### config.mk
export PLATFORM = sky130hd
export DESIGN_NAME = song_reader
export DESIGN_NICKNAME = d
export VERILOG_FILES = /design/src/rtl/song_reader_pkg.sv /design/src/rtl/song_note_counter.sv /design/src/rtl/song_reader.sv
export SDC_FILE = /design/constraint.sdc
export NUM_CORES = 1
export LEC_CHECK = 0
export ABC_AREA = 1
export CAP_MARGIN = 15
export CELL_PAD_IN_SITES_DETAIL_PLACEMENT = 1
export CELL_PAD_IN_SITES_GLOBAL_PLACEMENT = 2
export CORE_MARGIN = 5
export CORE_UTILIZATION = 28
export DETAILED_ROUTE_END_ITERATION = 10
export PLACE_DENSITY = 0.87
export SYNTH_ARGS = -nofsm -noshare
export SYNTH_HDL_FRONTEND = slang
export SYNTH_HIERARCHICAL = 1
export SYNTH_SLANG_ARGS = --single-unit
### constraint.sdc
create_clock -name clk -period 4.3 [get_ports clk]
set_input_delay 0.645 -clock clk [delete_from_list [all_inputs] [get_ports clk]]
set_output_delay 0.645 -clock clk [all_outputs]
set_load 0.1 [all_outputs]
### src/rtl/song_reader_pkg.sv
// ---------------------------------------------------------------------------
// song_reader_pkg : shared widths, markers and state encoding for the player
// Revision: 1.0
// ---------------------------------------------------------------------------
`default_nettype none

package song_reader_pkg;

  localparam int DEF_IDX_W  = 5;
  localparam int DEF_NOTE_W = 6;
  localparam int DEF_DUR_W  = 6;
  localparam int SONG_W     = 2;
  localparam int END_MARKER = 0;

  typedef enum logic [2:0] {
    ST_IDLE      = 3'd0,
    ST_FETCH     = 3'd1,
    ST_WAIT_ROM  = 3'd2,
    ST_WAIT_DONE = 3'd3,
    ST_DONE      = 3'd4,
    ST_END       = 3'd5
  } state_e;

endpackage

`default_nettype wire

### src/rtl/song_note_counter.sv
// ---------------------------------------------------------------------------
// song_note_counter : note index counter with clear, enable and terminal flag
// Revision: 1.0
// ---------------------------------------------------------------------------
`default_nettype none

module song_note_counter #(
  parameter int W = 5
) (
  input  logic         clk,
  input  logic         rst_n,
  input  logic         clr,
  input  logic         en,
  output logic [W-1:0] cnt,
  output logic         tc
);

  logic [W-1:0] cnt_q, cnt_d;

  always_comb begin
    cnt_d = cnt_q;
    if (clr)     cnt_d = '0;
    else if (en) cnt_d = cnt_q + 1'b1;
  end

  always_ff @(posedge clk or negedge rst_n) begin
    if (!rst_n) cnt_q <= '0;
    else        cnt_q <= cnt_d;
  end

  assign cnt = cnt_q;
  assign tc  = &cnt_q;

endmodule

`default_nettype wire

### src/rtl/song_reader.sv
// ---------------------------------------------------------------------------
// song_reader : walks a song's note list in the external ROM and hands each
//               note to note_player; pulses song_done at the end of the song
// Revision: 1.0
// ---------------------------------------------------------------------------
`default_nettype none

module song_reader
  import song_reader_pkg::*;
#(
  parameter int IDX_W  = DEF_IDX_W,
  parameter int NOTE_W = DEF_NOTE_W,
  parameter int DUR_W  = DEF_DUR_W
) (
  input  logic                    clk,
  input  logic                    reset,
  input  logic                    reset_play,
  input  logic                    play,
  input  logic [SONG_W-1:0]       song,
  input  logic                    note_done,
  output logic [SONG_W+IDX_W-1:0] rom_addr,
  input  logic [NOTE_W+DUR_W-1:0] rom_data,
  output logic                    new_note,
  output logic [NOTE_W-1:0]       note,
  output logic [DUR_W-1:0]        duration,
  output logic                    song_done
);

  state_e              state_q, state_d;
  logic [SONG_W-1:0]   cur_song_q, cur_song_d;
  logic [NOTE_W-1:0]   note_q, note_d;
  logic [DUR_W-1:0]    dur_q, dur_d;
  logic                new_note_q, new_note_d;
  logic                song_done_q, song_done_d;

  logic [IDX_W-1:0]    idx;
  logic                idx_last;
  logic                idx_clr;
  logic                idx_en;

  logic [NOTE_W-1:0]   rom_note;
  logic [DUR_W-1:0]    rom_dur;

  assign rom_note = rom_data[NOTE_W+DUR_W-1:DUR_W];
  assign rom_dur  = rom_data[DUR_W-1:0];

  song_note_counter #(.W(IDX_W)) u_idx (
    .clk   (clk),
    .rst_n (reset),
    .clr   (idx_clr),
    .en    (idx_en),
    .cnt   (idx),
    .tc    (idx_last)
  );

  always_comb begin
    state_d     = state_q;
    cur_song_d  = cur_song_q;
    note_d      = note_q;
    dur_d       = dur_q;
    new_note_d  = 1'b0;
    song_done_d = 1'b0;
    idx_clr     = 1'b0;
    idx_en      = 1'b0;

    if (reset_play) begin
      state_d    = ST_IDLE;
      cur_song_d = song;
      note_d     = '0;
      dur_d      = '0;
      idx_clr    = 1'b1;
    end else begin
      case (state_q)
        ST_IDLE: begin
          if (play) begin
            cur_song_d = song;
            state_d    = ST_FETCH;
          end
        end
        ST_FETCH: begin
          if (play) state_d = ST_WAIT_ROM;
        end
        ST_WAIT_ROM: begin
          if (rom_dur == DUR_W'(END_MARKER)) begin
            song_done_d = 1'b1;
            state_d     = ST_DONE;
          end else begin
            note_d     = rom_note;
            dur_d      = rom_dur;
            new_note_d = 1'b1;
            state_d    = ST_WAIT_DONE;
          end
        end
        ST_WAIT_DONE: begin
          // The last slot ends the song instead of wrapping the index.
          if (note_done) begin
            if (idx_last) begin
              song_done_d = 1'b1;
              state_d     = ST_DONE;
            end else begin
              idx_en  = 1'b1;
              state_d = ST_FETCH;
            end
          end
        end
        ST_DONE: begin
          idx_clr = 1'b1;
          state_d = ST_END;
        end
        ST_END:  state_d = ST_END;
        default: state_d = ST_IDLE;
      endcase
    end
  end

  always_ff @(posedge clk or negedge reset) begin
    if (!reset) begin
      state_q     <= ST_IDLE;
      cur_song_q  <= '0;
      note_q      <= '0;
      dur_q       <= '0;
      new_note_q  <= 1'b0;
      song_done_q <= 1'b0;
    end else begin
      state_q     <= state_d;
      cur_song_q  <= cur_song_d;
      note_q      <= note_d;
      dur_q       <= dur_d;
      new_note_q  <= new_note_d;
      song_done_q <= song_done_d;
    end
  end

  assign rom_addr  = {cur_song_q, idx};
  assign new_note  = new_note_q;
  assign note      = note_q;
  assign duration  = dur_q;
  assign song_done = song_done_q;

endmodule

`default_nettype wire

* Word level (Yosys, flattened, before mapping)
Cells that the tools add are included.
** Word-level totals
- Register bits after elaboration :: 24
- Bits in latches :: 0
- Memory bits (writable) :: 0
- Bits in read-only memories :: 0
- Output and inout port bits :: 21
- Memories kept :: 0
** Cells by class
- $add $sub $neg :: 1
- Multipliers :: 0
- Div/mod/pow operators :: 0
- $lt $le $gt $ge :: 0
- Eq/ne operators :: 9
- Shifts and indexed selects :: 0
- Muxes and demuxes :: 32
- Bitwise gates (word level) :: 0
- Reductions and logical operators :: 11
** Operators with widths (count)
- two-way mux 6 bit :: 6
- two-way mux 3 bit :: 6
- one-hot mux 3 bit (5 select lines) :: 1
- two-way mux 1 bit :: 13
- two-way mux 5 bit :: 2
- != test 3 bit (second input constant) :: 3
- nonzero test 2 bit :: 4
- equality test 3 x 2 -> 1 bit (second input constant) :: 2
- equality test 3 bit (second input constant) :: 2
- logical NOT 6 bit :: 1
- two-way mux 2 bit :: 3
- adder 5 x 1 -> 5 bit (second input constant) :: 1
- AND reduction 5 bit :: 1
- AND reduction 2 bit :: 2
- equality test 3 x 1 -> 1 bit (second input constant) :: 1
- logical NOT 3 bit :: 1
- AND reduction 3 bit :: 1
- != test 2 bit (second input constant) :: 1
- one-hot mux 1 bit (2 select lines) :: 1
- OR reduction 2 bit :: 1

* Logic depth before layout (Yosys ltp)
- Depth after elaboration :: 7
- Gate-level depth with buffers :: 12

* By module
The synthesis kept the hierarchy.
** By module, submodules not included
- song_reader :: times used 1, cells an instance 117, area each 1018.5 um2, seq. area each 475.5 um2
- song_note_counter :: times used 1, cells an instance 31, area each 270.3 um2, seq. area each 125.1 um2

* Least setup slack after synthesis
OpenSTA, ideal clock, no wires.
- Path kind :: flip-flop to flip-flop
- Start :: register u_idx.cnt_q[0], in the netlist u_idx/cnt[0]
- End :: register u_idx.cnt_q[3], in the netlist u_idx/cnt[3]
- Setup time :: 0.121 ns
- Arrival :: 2.195 ns
- Data required time :: 4.179 ns
- Slack :: 1.984 ns
- Cell stages (with the launch flop) :: 13
- Cells stage by stage :: dfrtp_1 > ha_1 > nand2_1 > nor2_1 > ha_1 > inv_1 > nand3_1 > nor2_1 > nor2_2 > nor2_4 > nand3_2 > nand2_1 > nor2_2
** On the way
- Longest elaborated chain between the ends :: 6
** Ends and longest elaborated chain
- from (decl) :: line song_note_counter.sv:18 : logic [W-1:0] cnt_q, cnt_d;
- from (signal assigned) :: line song_note_counter.sv:28 : else cnt_q <= cnt_d;
- AND reduction 5 bit :: line song_note_counter.sv:32 : assign tc = &cnt_q;
- via idx_last :: line song_reader.sv:37 : logic idx_last;
- two-way mux 1 bit :: line song_reader.sv:97 : if (idx_last) begin
- two-way mux 1 bit :: line song_reader.sv:96 : if (note_done) begin
- two-way mux 1 bit :: line song_reader.sv:73 : case (state_q)
- two-way mux 1 bit :: line song_reader.sv:66 : if (reset_play) begin
- via idx_en :: line song_reader.sv:39 : logic idx_en;
- nonzero test 2 bit (no source line)
The timed path passes the listed nets, and every way through them passes these cells. The select of a mux whose other input is x is not followed.
A chain may end at the register's enable or synchronous reset.

* Worst setup path in the final report
- Start :: register u_idx.cnt_q[3], in the netlist u_idx/cnt[3]
- End :: output port rom_addr[3]
** RTL lines
- to (decl) :: line song_reader.sv:21 : output logic [SONG_W+IDX_W-1:0] rom_addr,
No word-level cell between the ends.

==> metrics.cfg <==
[worst_hold_path]
min_from = duration[3]
timing.hold.worst.class = reg -> reg

[critical_path]
setup.worst_path.class = reg -> out
cp-start-kind = flip-flop
timing.critical_path.cells = clkdlybuf4s50_1
timing.critical_path.max_delay_family = buffers and inverters
cpPeakStageDelay_ns = 1.17
cp-startpoint = u_idx/cnt[3]
cp_slowest_cell = clkdlybuf4s50_1
cp.arrival_ns = 1.88
setup_crit_end_kind = output pin
timing.critical_path.buf_inv = 1
worstReg2RegStart = u_idx/cnt[0]
worst_ep_required_time_ns = 3.65
crit_fanout = 4

[sta]
grt_setup_unrepaired = no
setup_viol = 0
portion_of_the_clock_cycle_consumed_by_the_worst_path_in_the_final_layout_pct = 58.6
slew_headroom_pct = 33.9
hold_violations = 0
finalWorstSetupSlack_ns = 1.78
fin_skew_ns = 0.00188
timing.fmax_ghz = 0.397
transition_time_at_the_pin_with_the_least_slew_margin_ns = 0.988
finalMaxSlewViolations = 0
setup_tns_ns = 0
finalCriticalPeriod_ns = 2.52

[yosys]
synth.top_cells.by_count = nand2_1 (39), dfrtp_1 (24), nor2_1 (16)
post-synth-top-count-cell = nand2_1
synthTopCellsByArea = dfrtp_1 (47%), nand2_1 (11%), nand3_2 (8.5%), nand4_1 (5.8%), nor2_1 (4.7%)
avgSynthCellArea_sq_um = 8.71
synth_top_area_share_pct = 46.6
asyncSetResetFlopFracSynth_pct = 100
yosys.area.top_type = dfrtp_1
netlist-cell-type-count = 24
synthesized_net_count = 169
synth-warning-count = 6
yosysSeqAreaShare_pct = 46.6
yosys_most_used_dff = dfrtp_1
post_synth_instance_area_sq_um = 1290
number_of_storage_elements_in_the_synthesis_netlist = 24
post_synth_inst_count = 148
synth_edf_count = 0

[floorplanning]
coreArea_sq_um = 4410
dieHeight_microns = 77.8
starting_density_pct = 29.2
dieArea_sq_um = 6060
std_cell_rows = 24
number_of_top_level_design_ports = 40
die_width_microns = 77.8

[global_route]
grt_pass1_wl_microns = 5800
maximum_number_of_pins_on_one_net_before_global_route_repair = 28
globalRoute.totalOverflow = 0
grt_antenna_before_repair = 0
globalRouteTotalUtil_pct = 11.8
grt_pass1_vias = 1291

[place]
detailed_place_hpwl_microns = 2630
numPortBuffers = 39
gp_congestion = 0.835
dpl-instance-area_sq_um = 1700
place_ws_ns = 1.75

[power]
power_density_nw_per_um2 = 483
p_leak_uw = 0.000832
vdd.ir_drop.worst_uv = 301

[layout]
area_delta_synth_final_pct = 38.3
area.sequential_sq_um = 601
final_area_sq_um = 1780
multi_input_comb_area_sq_um = 581
finish.net_count = 209
fillCellCount = 536
diodes = 0
drive_above_1_share_pct = 13.9

[drt]
wirelength_microns = 3380
post-route-drc-count = 0
via_per_inst = 4.71
drtAntennaViolNets = 0
via_count = 1126
routed_wire_length_per_instance_microns = 14.1
detail_route.first_pass.iterations = 2
dr.first_iter.drc_count = 45

[clock_tree]
cts_made_buffers = 3
cts_hold_buf = 0
h-tree-depth = 1
cts_root_buf = clkbuf_8
post_cts.repair.setup_buffers = 0
clkSinkCount = 24
clk_transition_reported_paths_ns = 0.09
clk-insertion-delay-late_ns = 0.27
cts-resized-gates = 0
tritoncts = built
clock_tree.buffer_depth = 2

[outcome]
run_status = complete, no violations

[run]
maxCapViolations = 0

## kinds of logic (layout without fill, tap and decap cells)
logic type,after synthesis,count (layout),synth area share [%]
AND/OR/NAND/NOR,92,92,38.7
AO/OA/AOI/OAI,10,10,4.37
buffers and inverters,20,59,8.35
flip-flops,24,24,46.6
adder cells (fa/ha/maj),2,2,1.94
## stage by stage
stage | instances | hold slack (ns) | util [%] | power (uW)
2_1_floorplan | 148 | 0.349 | - | 579
3_3_place_gp | 234 | 0.493 | 38.4 | 659
3_5_place_dp | 234 | 0.496 | 38.4 | 667
4_1_cts | 238 | 0.518 | 40.0 | 874
5_1_grt | 239 | 0.537 | 40.4 | 908
6_report | 239 | 0.512 | 40.4 | 860
## final timing paths
kind	slack [ns]	end	cells after the start
max in group asynchronous	3.04	note[3]	2
min in group asynchronous	0.75	u_idx/cnt[1]	1
setup reg to reg	2.36	u_idx/cnt[3]	12
hold reg to reg	0.51	duration[3]	2
hold / removal	0.51	duration[3]	2
setup / recovery	1.78	rom_addr[3]	1
## cell type report
cell class	instances	share of cell area, %
Sequential cell	24	33.7
Multi-Input combinational cell	104	32.6
Timing Repair Buffer	40	22.8
Tap cell	52	3.65
Inverter	15	3.30
Clock buffer	3	2.32
Clock inverter	1	1.69
## flip-flops by register name, indices dropped and copies added (netlist names)
signal	flops
song_done	1
duration	6
state_q	3
cur_song_q	2
u_idx/cnt	5
note	6
new_note	1
## per-layer routing
metal  vias up  track usage [%]  part of all wire, %
li1        562                -                    -
met1       533             13.3                   42
met2        23             19.9                   49
met3         8             4.28                  6.3
met4         0             4.64                  1.9
met5         -                0                    0
## cell usage in the layout, fill, tap and decap left out, types with 2 or more instances in the layout
master / n
inv_1: 12
o21ai_0: 4
nand2_1: 39
clkbuf_8: 3
nor2_1: 16
inv_2: 2
dfrtp_1: 24
a21oi_1: 3
nand3_1: 7
clkdlybuf4s50_1: 39
nand4_1: 12
nand3_2: 11
nor2_2: 3
ha_1: 2
## power by group
part | internal, uW | switching, uW
Clock | 125 | 75.7
Combinational | 94.7 | 284
Sequential | 256 | 25.1
Total | 475 | 385
No activity file was read; power rests on OpenSTA's default activity.
